File: src/rtl/abortable_toggle_cell.sv
// abortable_toggle_cell: queued, delayed bit updates to q that the initiator can retract with abort.
// Ops wait in a small FIFO and commit LATENCY clocks after being dequeued.
module abortable_toggle_cell #(
  parameter int LATENCY = 2,
  parameter int DEPTH   = 4
) (
  input  logic                         clock,
  input  logic                         reset,
  input  logic                         req_valid,
  input  logic [1:0]                   req_op,
  output logic                         req_ready,
  input  logic                         abort,
  input  logic                         hold,
  output logic                         q,
  output logic                         busy,
  output logic                         done,
  output logic                         aborted,
  output logic [$clog2(DEPTH+2)-1:0]   pending
);
  localparam int CW = (LATENCY > 1) ? $clog2(LATENCY) : 1;
  localparam int PW = (DEPTH > 1) ? $clog2(DEPTH) : 1;
  localparam int FW = $clog2(DEPTH + 1);
  localparam int NW = $clog2(DEPTH + 2);
  typedef enum logic {IDLE, DELAY} state_t;
  state_t          state_q, state_d;
  logic [1:0]      mem_q [DEPTH];
  logic [PW-1:0]   wr_q, wr_d, rd_q, rd_d;
  logic [FW-1:0]   count_q, count_d;
  logic [CW-1:0]   cnt_q, cnt_d;
  logic [1:0]      op_q, op_d;
  logic            q_q, q_d, done_q, done_d, aborted_q, aborted_d;
  logic            empty, push, expire, commit, pop;
  function automatic logic [PW-1:0] nxt(input logic [PW-1:0] p);
    return (p == PW'(DEPTH - 1)) ? '0 : p + 1'b1;
  endfunction
  assign empty     = count_q == '0;
  assign req_ready = !abort && (count_q < FW'(DEPTH));
  assign push      = req_valid && req_ready;
  assign expire    = state_q == DELAY && cnt_q == '0;
  assign commit    = !abort && !hold && expire;
  // The next op is popped on the commit edge itself so back-to-back ops commit every LATENCY edges.
  assign pop       = !abort && !hold && !empty && (state_q == IDLE || expire);
  assign busy      = state_q == DELAY;
  assign pending   = NW'(count_q) + NW'(busy);
  assign q         = q_q;
  assign done      = done_q;
  assign aborted   = aborted_q;
  always_ff @(posedge clock or posedge reset) begin
    if (reset) begin
      state_q   <= IDLE;
      wr_q      <= '0;
      rd_q      <= '0;
      count_q   <= '0;
      cnt_q     <= '0;
      op_q      <= '0;
      q_q       <= 1'b0;
      done_q    <= 1'b0;
      aborted_q <= 1'b0;
    end else begin
      state_q   <= state_d;
      wr_q      <= wr_d;
      rd_q      <= rd_d;
      count_q   <= count_d;
      cnt_q     <= cnt_d;
      op_q      <= op_d;
      q_q       <= q_d;
      done_q    <= done_d;
      aborted_q <= aborted_d;
    end
  end
  always_ff @(posedge clock) begin
    if (push) mem_q[wr_q] <= req_op;
  end
  always_comb begin
    state_d   = state_q;
    cnt_d     = cnt_q;
    op_d      = op_q;
    rd_d      = pop ? nxt(rd_q) : rd_q;
    wr_d      = push ? nxt(wr_q) : wr_q;
    count_d   = count_q + FW'(push) - FW'(pop);
    done_d    = commit;
    aborted_d = abort && pending != '0;
    q_d       = !commit ? q_q :
                op_q == 2'b00 ? ~q_q :
                op_q == 2'b01 ? 1'b0 :
                op_q == 2'b10 ? 1'b1 : q_q;
    if (abort) begin
      state_d = IDLE;
      cnt_d   = '0;
      count_d = '0;
      rd_d    = wr_q;
    end else if (pop) begin
      state_d = DELAY;
      cnt_d   = CW'(LATENCY - 1);
      op_d    = mem_q[rd_q];
    end else if (commit) begin
      state_d = IDLE;
    end else if (state_q == DELAY && !hold) begin
      cnt_d = cnt_q - 1'b1;
    end
  end
endmodule

File: config.mk
export PLATFORM = sky130hd
export DESIGN_NAME = abortable_toggle_cell
export DESIGN_NICKNAME = d
export VERILOG_FILES = /design/src/rtl/abortable_toggle_cell.sv
export SDC_FILE = /design/constraint.sdc
export NUM_CORES = 1
export LEC_CHECK = 0
export BUFFER_PORTS_ARGS = -buffer_cell sky130_fd_sc_hd__buf_2
export CAP_MARGIN = 10
export CORE_AREA = 2 2 56 58
export DETAILED_ROUTE_END_ITERATION = 12
export DIE_AREA = 0 0 58 60
export PLACE_DENSITY_LB_ADDON = 0.3
export SYNTH_ARGS = -nofsm -noshare
export SYNTH_HDL_FRONTEND = slang
export SYNTH_SLANG_ARGS = --single-unit
File: constraint.sdc
create_clock -name clock -period 2.4 [get_ports clock]
set_input_delay 0.12 -clock clock [delete_from_list [all_inputs] [get_ports clock]]
set_output_delay 0.12 -clock clock [all_outputs]
set_load 0.01 [all_outputs]
---- After elaboration in Yosys (flattened, before gate mapping) ----
Memory sizes are Yosys's and may differ from the RTL's. A register that Yosys moved wholly into a read port is not among the register bits.
Cells that the tools add are included.
Widths: inputs -> output; s select.
word-level totals
  register bits ........................... 12
  RAM bits ................................ 8
  bits of input ports ..................... 7
  output and inout port bits .............. 8
  memories kept ........................... 1
operators by class
  add/subtract/negate cells ............... 6
  order comparisons ....................... 1
  equal/unequal tests ..................... 5
  mux-type cells .......................... 17
  bitwise operators ....................... 4
  reduce and logical (&&, ||, !) cells .... 23
memory list
  memory  depth  bits a word  read ports  clocked after memory_dff  write ports  line  source
  mem_q   4      2            1           1                         1            26    logic [1:0] mem_q [DEPTH];
operator list
  cell                 count
  $mux 1               12
  $reduce_bool 3->1    4
  $logic_and 1x1->1    9
  $mux 2               4
  $add 3x1->3          2
  $eq 2x2->1 const B   3
  $reduce_and 2->1     3
  $add 2x1->2 const B  2
  $not 1->1            4
  $logic_not 1->1      3
  $logic_not 3->1      1
  $lt 3x3->1 const B   1
  $mux 3               1
  $ne 3x2->1 const B   1
  $sub 3x1->3          1
  $eq 2x1->1 const B   1
  $logic_not 2->1      1
  $reduce_bool 2->1    1
  $logic_or 1x1->1     1
  $sub 1x1->1 const B  1

---- Depth between registers and ports, before layout ----
Gate-level depths: netlist of the first run.
  depth after elaboration ................. 6
  mapped depth ............................ 11
  mapped depth without buffers ............ 9

---- Worst setup path after synthesis of the first run ----
No wires, ideal clock.
  path type ............................... flip-flop to flip-flop
  start ................................... reg state_q, in the netlist busy
  end ..................................... reg count_q[2]
  setup time .............................. 0.086 ns
  arrival ................................. 2.251 ns
  setup slack ............................. 0.063 ns
  stages on the path, launching flop included .. 10
  clock period less this slack ............ 2.337 ns
  cells stage by stage .................... dfrtp_1 -> a211oi_1 -> nand2_1 -> xnor2_1 -> ha_1 -> inv_1 -> fa_1 -> xor2_1 -> and2_2 -> nor3_1
between the ends
  word-level cells in the longest chain between the ends .. 5
  elaborated cells on any way between the ends .. 6
  classes of those cells .................. add/sub (1); mux (1); bitwise (1); reduce/logical (3)
ends and longest elaborated chain
  item                                                   line    source
  from (decl)                                            25      state_t state_q, state_d;
  from (signal assigned)                                 60      state_q <= state_d;
  $logic_and 1x1->1 / $not 1->1 (equally long branches)  39, 42
  $logic_or 1x1->1 (*)                                   42      assign pop = !abort && !hold && !empty && (state_q == IDLE || expire);
  $logic_and 1x1->1 (*)                                  42
  $sub 3x1->3 (*)                                        80      count_d = count_q + FW'(push) - FW'(pop);
  $mux 3 (*)                                             87      if (abort) begin
  named net count_d[2]                                   28      logic [FW-1:0] count_q, count_d;
  to (signal assigned)                                   63      count_q <= count_d;
  to (decl)                                              28
The timed path passes the listed nets; every way through them passes the cells marked *.
A chain may end at the register's enable or synchronous reset.

---- Final worst setup path of the first run ----
  start ................................... reg count_q[1]
  end ..................................... reg count_q[2]
between the ends
  word-level cells in the longest chain between the ends .. 6
  elaborated cells on any way between the ends .. 10
  classes of those cells .................. add/sub (2); order compare (1); mux (1); reduce/logical (6)
ends and longest elaborated chain
  item                                                         line
  $lt 3x3->1 / $logic_not 3->1 (equally long branches)         37, 36
  $logic_and 1x1->1 / $logic_not 1->1 (equally long branches)  37, 42
  $logic_and 1x1->1 (on tied branches)                         38, 42
  $add 3x1->3 / $logic_and 1x1->1 (equally long branches)      80, 42
  $sub 3x1->3 (*)                                              80
  $mux 3 (*)                                                   87
  named net count_d[2]                                         28
Marks and branches as above.

==> results of run 1 <==
cells by family after synthesis:
group                    count (synthesis)
AND/OR/NAND/NOR                         29
flip-flops                              22
AO/OA/AOI/OAI                           14
buffers and inverters                   12
adder cells (fa/ha/maj)                  9
XOR/XNOR                                 3
multiplexers                             2
what timing repair did:
action / in CTS / in global routing
hold endpoints to repair: 15 / 0
hold buffers: 2 / 0
resized for setup: 0 / 1
endpoints found under the setup margin: 0 / 1
routing by layer:
layer | global-route usage, % | up-vias
li1 | - | 359
met1 | 13.9 | 327
met2 | 18.7 | 14
met3 | 1.95 | 4
met4 | 8.97 | 0
met5 | 0 | -
layout by cell type (no fill, tap or decap), types with 2 or more instances in the layout:
| master | netlist | final |
|---|---|---|
| nor2_1 | 7 | 7 |
| nor3_1 | 2 | 2 |
| buf_4 | 0 | 5 |
| a21oi_1 | 2 | 2 |
| clkbuf_4 | 0 | 3 |
| mux4_2 | 2 | 2 |
| nand3_1 | 4 | 4 |
| nand2_1 | 5 | 5 |
| buf_2 | 1 | 14 |
| xor2_1 | 2 | 2 |
| inv_1 | 9 | 9 |
| edfxtp_1 | 8 | 8 |
| dlygate4sd3_1 | 0 | 2 |
| and2_1 | 4 | 4 |
| o21ai_0 | 6 | 6 |
| dfrtp_1 | 14 | 14 |
| ha_1 | 8 | 8 |
| o311ai_2 | 2 | 2 |
| or3_1 | 2 | 2 |
flip-flops by register name, summed over array words and instances (netlist names):
register,cells
op_q,2
count_q,3
rd_q,2
wr_q,2
aborted,1
q,1
mem_q,8
done,1
busy,1
cnt_q,1
per-stage QoR:
step                      power [uW]  instance area [um^2]  cells  util [%]
after global routing            1490                  1300    146      44.8
final                           1380                  1300    146      44.8
after floorplan                  963                  1090     91         -
after detailed placement        1110                  1220    140      42.2
after CTS                       1390                  1300    146      44.7
after global placement          1100                  1220    140      42.2
worst paths after layout:
kind / from / endpoint / slack, ns / cells past startpoint
max reg2reg: count_q[1] / count_q[2] / 0.19 / 9
max in group asynchronous: reset / wr_q[1] / 1.68 / 3
min: req_op[0] / mem_q[2][0] / 0.02 / 1
max: count_q[1] / count_q[2] / 0.19 / 9
min reg2reg: q / q / 0.49 / 1
min in group asynchronous: reset / aborted / 0.37 / 3
area by class of cell:
| class | count | area, um^2 |
|---|---|---|
| multi-input cells | 57 | 455 |
| clock buffers | 3 | 22.5 |
| repair buffers | 21 | 128 |
| clock inverters | 1 | 30.0 |
| flip-flops and latches | 22 | 591 |
| well taps | 33 | 41.3 |
| fillers | 267 | 1600 |
| inverters | 9 | 33.8 |
Yosys cell counts:
cell type,number
a211oi_1,1
nor2_1,7
o31a_1,1
o21ai_0,6
o21a_1,1
buf_2,1
inv_1,9
nor4b_1,1
o311ai_2,2
xor2_1,2
and2_1,4
fa_1,1
buf_6,1
xnor2_1,1
and2_2,1
nor3_1,2
mux4_2,2
and2_4,1
nand2_1,5
dfrtp_1,14
a31oi_1,1
nor3b_2,1
ha_1,8
a21oi_1,2
nor2b_1,1
or3_1,2
nand3_1,4
clkbuf_1,1
edfxtp_1,8
where the power goes:
part | leakage [uW] | switching [uW] | internal [uW]
Combinational | 0.000318 | 248 | 253
Clock | 0.0000279 | 116 | 169
Sequential | 0.000252 | 97.2 | 497
Total | 0.000599 | 461 | 919
critical path, delay by kind of cell, from the launching register on:
family | cells | cell delay [ns]
buffers and inverters | 1 | 0.04
adders and majority gates | 2 | 0.53
xor gates and xnor gates | 2 | 0.28
DFF | 1 | 0.47
and+or+nand+nor | 4 | 0.80
==> run summary, run 1 <==
clock skew -> 0.00200 ns
Synth Area in Compound Gates -> 9.37%
Synthesis Warnings -> 0
Post-Synth XOR/XNOR Area -> 2.40%
post-CTS setup buffers -> 0
Final WS setup -> 0.194 ns
crit path max fanout -> 5
Num CTS Buffers -> 3
leading area contributor after synthesis -> dfrtp_1
Netlist cell types -> 29
Worst VDD drop -> 0.474 mV
Simple-Gate Fraction of Synth Area -> 14.3%
actual slew at the worst max-slew pin -> 0.533 ns
worst hold path type -> primary input to flip-flop
Setup WS pre-CTS -> 0.207 ns
vias -> 704
Post-Syn Area -> 0.00109 mm^2
share of the synthesized area in the top cell type -> 32.0%
setup TNS -> 0 ns
register area share after synthesis -> 53.9%
die footprint -> 0.00348 mm^2
Post-Syn Instances -> 91
mux cell area share after synthesis -> 4.11%
share of layout cells above drive strength 1 -> 27.4%
I/O pins -> 15
initial antenna violation count -> 0
wire length of the first global-routing pass -> 2.99 mm
DR top layer -> met4
largest net degree at the start of global routing -> 15
final setup vio count -> 0
Final Net Count -> 130
CTS Buffer Depth -> 2
Pleak -> 0.000599 uW
die span in y -> 60 um
met2 wire length -> 762 um
post-DP HPWL -> 1.27 mm
H-tree depth -> 1
fin crit period -> 2.21 ns
CP required -> 2.64 ns
cells along the critical path -> or3_1 -> nand2_1 -> xnor2_1 -> ha_1 -> inv_1 -> fa_1 -> xor2_1 -> and2_2 -> nor3_1
WL met1 -> 791 um
Rows -> 20
drt first pass iters -> 4
Clock Pin Slew Worst Setup and Hold Paths -> 0.12 ns
Worst EP arrival -> 2.44 ns
core area -> 0.00290 mm^2
starting density of the core -> 37.7%
main combinational cell family by area after synthesis -> simple AND/OR/NAND/NOR gates
PwrDens -> 1060 mW/mm^2
Final Hold Viols -> 0
n_diodes -> 0
Post-DRT Antenna Nets -> 0
global route total overflow -> 0
Hold Worst Slack -> 0.0247 ns
DR iter-0 viols -> 20
Mapped Avg Cell Area -> 12.0 um^2
Slew Limit Fails -> 0
Die Wd -> 58 um
WL final -> 1.66 mm
relative slew slack -> 64.4%
vias per cell -> 4.82
adder-cell share of the synthesized area -> 11.0%
status -> complete, no violations
Clock Latency Late Sink -> 0.31 ns
CP Class -> flip-flop to flip-flop
Syn Nets -> 107
PortBufs -> 14
CP Launch Type -> flip-flop
CTS tree -> built
CP Capture Type -> flip-flop
clock sinks -> 22
Tot GR Track Use -> 11.6%
synth top area cells -> dfrtp_1 (32%), edfxtp_1 (22%), ha_1 (9.1%)
slowest CP cell -> dfrtp_1
vias in the first global route -> 694
RSZ-0062 raised after global routing -> false
routed wl met3 -> 57 um
Max Clk Rate -> 0.453 GHz
drt wl/cell -> 11.4 um
Critical Path Max Stage Delay -> 0.47 ns
Final GP Congestion -> 0.766
FF+latch count, synth -> 22
fin crit share -> 91.9%
drt drc -> 0
max_cap viols -> 0
CTS root buf -> clkbuf_4
Synth-to-Final Area Change -> 18.9%
Note: power is estimated with default switching activity, not from simulation.
==> run 2, diff against run 1 <==
- CORE_AREA: 2 2 56 58 -> 10 10 64 66
- DIE_AREA: 0 0 58 60 -> 0 0 74 76
==> run summary, run 2 (synthesis gave the netlist of run 1 again) <==
largest reg by FF count -> mem_q
fin crit share -> 91.1%
status -> complete, no violations
Hold Worst Slack -> 0.0265 ns
Rows -> 20
RSZ-0062 raised after global routing -> false
die span in y -> 76 um
Slew Limit Fails -> 0
Layout Cell Area excl Fill -> 0.00129 mm^2
post-CTS setup buffers -> 0
WL final -> 1.83 mm
global route total overflow -> 0
Clock power frac -> 20.0%
clock skew -> 0.00467 ns
Sequential Power Share -> 42.6%
drt drc -> 0
crit path max fanout -> 5
most frequent cells in the layout -> dfrtp_1 (14), buf_2 (14), inv_1 (9)
clock sinks -> 22
largest registers -> mem_q x8, count_q x3
fin crit period -> 2.19 ns
vias -> 687
Worst EP arrival -> 2.41 ns
relative slew slack -> 65.1%
Pleak -> 0.000599 uW
final setup vio count -> 0
NetSw -> 457 uW
starting density of the core -> 37.4%
post-DP HPWL -> 1.45 mm
Post-DP Area -> 0.00123 mm^2
DR iter-0 viols -> 26
CTS tree -> built
Largest register FFs -> 8
Final WS setup -> 0.215 ns
Worst VDD drop -> 0.527 mV
Post-DRT Antenna Nets -> 0
n_diodes -> 0
largest net degree at the start of global routing -> 15
drt first pass iters -> 2
CTS root buf -> clkbuf_4
Synth-to-Final Area Change -> 18.2%
Die Wd -> 74 um
Comb pwr share -> 37.4%
wire length of the first global-routing pass -> 3.11 mm
CP Launch Type -> flip-flop
vias in the first global route -> 674
initial antenna violation count -> 0
CTS Buffer Depth -> 2
CP Class -> flip-flop to flip-flop
PortBufs -> 14
actual slew at the worst max-slew pin -> 0.517 ns
Sw Ratio -> 33.1%
Int Power -> 923 uW
Num CTS Buffers -> 3
vias per cell -> 4.71
setup TNS -> 0 ns
H-tree depth -> 1
CP Capture Type -> flip-flop
Final Hold Viols -> 0
Final Power -> 1380 uW
PwrDens -> 1070 mW/mm^2
max_cap viols -> 0
CP required -> 2.63 ns
drt wl/cell -> 12.5 um
Final GP Congestion -> 0.747
worst hold path type -> primary input to flip-flop
share of layout cells above drive strength 1 -> 27.4%
Tot GR Track Use -> 6.89%
# fillers -> 277
Clock Latency Late Sink -> 0.30 ns
core area -> 0.00293 mm^2
die footprint -> 0.00562 mm^2
Max Clk Rate -> 0.458 GHz
Setup WS pre-CTS -> 0.223 ns
Final Net Count -> 130
I/O pins -> 15
Clock Pin Slew Worst Setup and Hold Paths -> 0.12 ns
run 2: worst max-delay path, stage by stage, from the launching register on:
cell and delay, ns:
dfrtp_1 0.46, or3_1 0.38, nand2_1 0.11, xnor2_1 0.13
ha_1 0.16, inv_1 0.04, fa_1 0.36, xor2_1 0.16
and2_2 0.19, nor3_1 0.11
run 2: timing repair:
action                    in CTS  in global routing
hold endpoints to repair      14                  0
hold buffers                   1                  0
resized for setup              0                  0
run 2: layout make-up:
class                           count  area, um^2  area share (%)
Clock buffer                        3        22.5            1.74
Tap cell                           33        41.3            3.19
Clock inverter                      1        30.0            2.32
Inverter                            9        33.8            2.61
Timing Repair Buffer               21         125            9.67
Multi-Input combinational cell     57         450            34.8
Sequential cell                    22         591            45.6
run 2: worst paths after layout:
kind,end,slack [ns],cells after the start,startpoint
worst max register to register,count_q[2],0.21,9,count_q[1]
max in group asynchronous,wr_q[0],1.67,3,reset
worst min-delay path,mem_q[1][1],0.03,1,req_op[1]
min in group asynchronous,op_q[1],0.38,3,reset
worst min register to register,q,0.51,1,q
worst max-delay path,count_q[2],0.21,9,count_q[1]
run 2: layer usage:
layer  up-vias  wire, um  track usage [%]
met5         -         0                0
met4         0        41             5.04
met3         2        77             1.17
met2         7       879             10.2
met1       317       831             8.55
li1        361         -                -
run 2: stage by stage:
stage	cells	utilization, %
after detailed placement	141	42.1
after CTS	146	44.2
after global routing	146	44.2
final	146	44.2
after global placement	141	42.1
after floorplan	91	-
run 2: power by group through the flow:
stage	clock network (uW)	registers, uW	logic (uW)
5_1_grt	299	610	594
4_1_cts	285	592	528
3_3_place_gp	0	594	516
6_report	276	589	516
3_5_place_dp	0	600	523
2_1_floorplan	0	591	372
==> run 3, diff against run 2 <==
--- a/config.mk
+++ b/config.mk
@@ -7,2 +7,3 @@
 export LEC_CHECK = 0
+export ABC_CLOCK_PERIOD_IN_PS = 2400
 export BUFFER_PORTS_ARGS = -buffer_cell sky130_fd_sc_hd__buf_2
--- a/constraint.sdc
+++ b/constraint.sdc
@@ -3,2 +3,2 @@
 set_output_delay 0.12 -clock clock [all_outputs]
-set_load 0.01 [all_outputs]
+set_load 0.05 [all_outputs]
==> run summary, run 3 (synthesis gave the netlist of run 1 again) <==
die span in y -> 76 um
sum of buffers and inverters on the critical path -> 1
status -> complete, no violations
final setup vio count -> 0
CTS Buffer Depth -> 2
worst hold path type -> primary input to flip-flop
Sequential Power Share -> 41.9%
Clock Pin Slew Worst Setup and Hold Paths -> 0.12 ns
setup TNS -> 0 ns
Final Hold Viols -> 0
Clock power frac -> 11.6%
placed insts -> 139
Final Net Count -> 128
H-tree depth -> 1
largest net degree at the start of global routing -> 15
n_diodes -> 0
NetSw -> 612 uW
WL final -> 1.88 mm
die footprint -> 0.00562 mm^2
share of layout cells above drive strength 1 -> 26.1%
critical register-to-register path startpoint -> count_q[1]
relative slew slack -> 64.3%
RSZ-0062 raised after global routing -> false
Top delay family on crit path -> simple AND/OR/NAND/NOR gates
cells along the critical path -> or3_1 -> nand2_1 -> xnor2_1 -> ha_1 -> inv_1 -> fa_1 -> xor2_1 -> and2_2 -> nor3_1
max_cap viols -> 0
clock sinks -> 22
Seq. cell area -> 591 um^2
vias per cell -> 4.75
clock skew -> 0.00689 ns
post-DP HPWL -> 1.45 mm
crit path max fanout -> 5
Critical R2R Capture -> count_q[2]
Post-DP Area -> 0.00122 mm^2
PortBufs -> 14
Tot GR Track Use -> 7.36%
Critical Path Max Stage Delay -> 0.47 ns
met2 Use GR -> 11.2%
Largest register FFs -> 8
initial antenna violation count -> 0
Sw Ratio -> 43.0%
GR Util met3 -> 1.04%
core area -> 0.00293 mm^2
vias -> 684
CP Class -> flip-flop to flip-flop
Clock Latency Late Sink -> 0.30 ns
CTS tree -> built
Max Clk Rate -> 0.452 GHz
Layout Cell Area excl Fill -> 0.00126 mm^2
Pleak -> 0.000577 uW
worst reg-to-reg path cell count -> 9
global route total overflow -> 0
wire length of the first global-routing pass -> 3.39 mm
largest reg by FF count -> mem_q
Final GP Congestion -> 0.728
Rows -> 20
Worst EP arrival -> 2.44 ns
Int Power -> 809 uW
Comb pwr share -> 46.5%
post-route insts no fill -> 144
I/O pins -> 15
PwrDens -> 1130 mW/mm^2
CP required -> 2.63 ns
Critical Path Source -> count_q[1]
Hold Worst Slack -> 0.0343 ns
Worst VDD drop -> 0.606 mV
CP Launch Type -> flip-flop
CTS root buf -> clkbuf_4
actual slew at the worst max-slew pin -> 0.535 ns
CP Capture Type -> flip-flop
GR peak layer -> met2
Die Wd -> 74 um
multi-input logic area -> 455 um^2
drt wl/cell -> 13.0 um
Num CTS Buffers -> 3
slowest CP cell -> dfrtp_1
fin crit share -> 92.2%
Stages on worst setup path -> 9
fin crit period -> 2.21 ns
drt drc -> 0
Post-DRT Antenna Nets -> 0
Slew Limit Fails -> 0
GR Layer Usage met1 -> 9.18%
starting density of the core -> 37.4%
drt first pass iters -> 4
most frequent cells in the layout -> dfrtp_1 (14), buf_2 (14), inv_1 (9)
crit path capture -> count_q[2]
largest registers -> mem_q x8, count_q x3
DR iter-0 viols -> 70
# fillers -> 282
vias in the first global route -> 724
Synth-to-Final Area Change -> 14.9%
setup slack, reg-to-reg -> 0.19 ns
-- run 3: power by group through the flow --
stage,combinational (uW),clock [uW],sequential [uW]
floorplan,467,0,657
global placement,656,0,601
detailed placement,665,0,606
CTS,671,175,598
global route,746,196,618
finish,661,164,596
-- run 3: worst min path at each step --
stage | from | to | slack [ns] | depth (start not counted)
final | req_op[1] | mem_q[3][1] | 0.03 | 1
after global routing | req_op[1] | mem_q[3][1] | 0.02 | 1
after floorplan | reset | aborted | 0.009 | 1
after CTS | req_op[1] | mem_q[3][1] | 0.02 | 1
after global placement | reset | busy | 0.18 | 2
after detailed placement | reset | cnt_q | 0.19 | 2
-- run 3: stage by stage --
stage | total power [uW] | worst slack, ns | util, %
4_1_cts | 1440 | 0.168 | 42.9
6_report | 1420 | 0.188 | 42.9
3_3_place_gp | 1260 | 0.266 | 41.7
3_5_place_dp | 1270 | 0.194 | 41.7
2_1_floorplan | 1120 | 0.0257 | -
5_1_grt | 1560 | 0.101 | 42.9
-- run 3: metal layers --
layer / vias to the layer above / part of all wire (%) / wire length (um)
li1: 356 / - / -
met1: 317 / 44 / 823
met2: 9 / 51 / 958
met3: 2 / 3.6 / 67
met4: 0 / 1.4 / 27
met5: - / 0 / 0
-- run 3: repair_timing --
item,CTS,global route
resized for setup,0,0
hold endpoints to repair,14,0
hold buffers,1,0
buffers inserted,0,0
-- run 3: layout make-up --
cell class	count	share of cell area [%]
Sequential cell	22	47.0
Multi-Input combinational cell	57	36.2
Timing Repair Buffer	19	8.76
Tap cell	33	3.28
Inverter	9	2.69
Clock buffer	3	1.79
Clock inverter	1	0.299
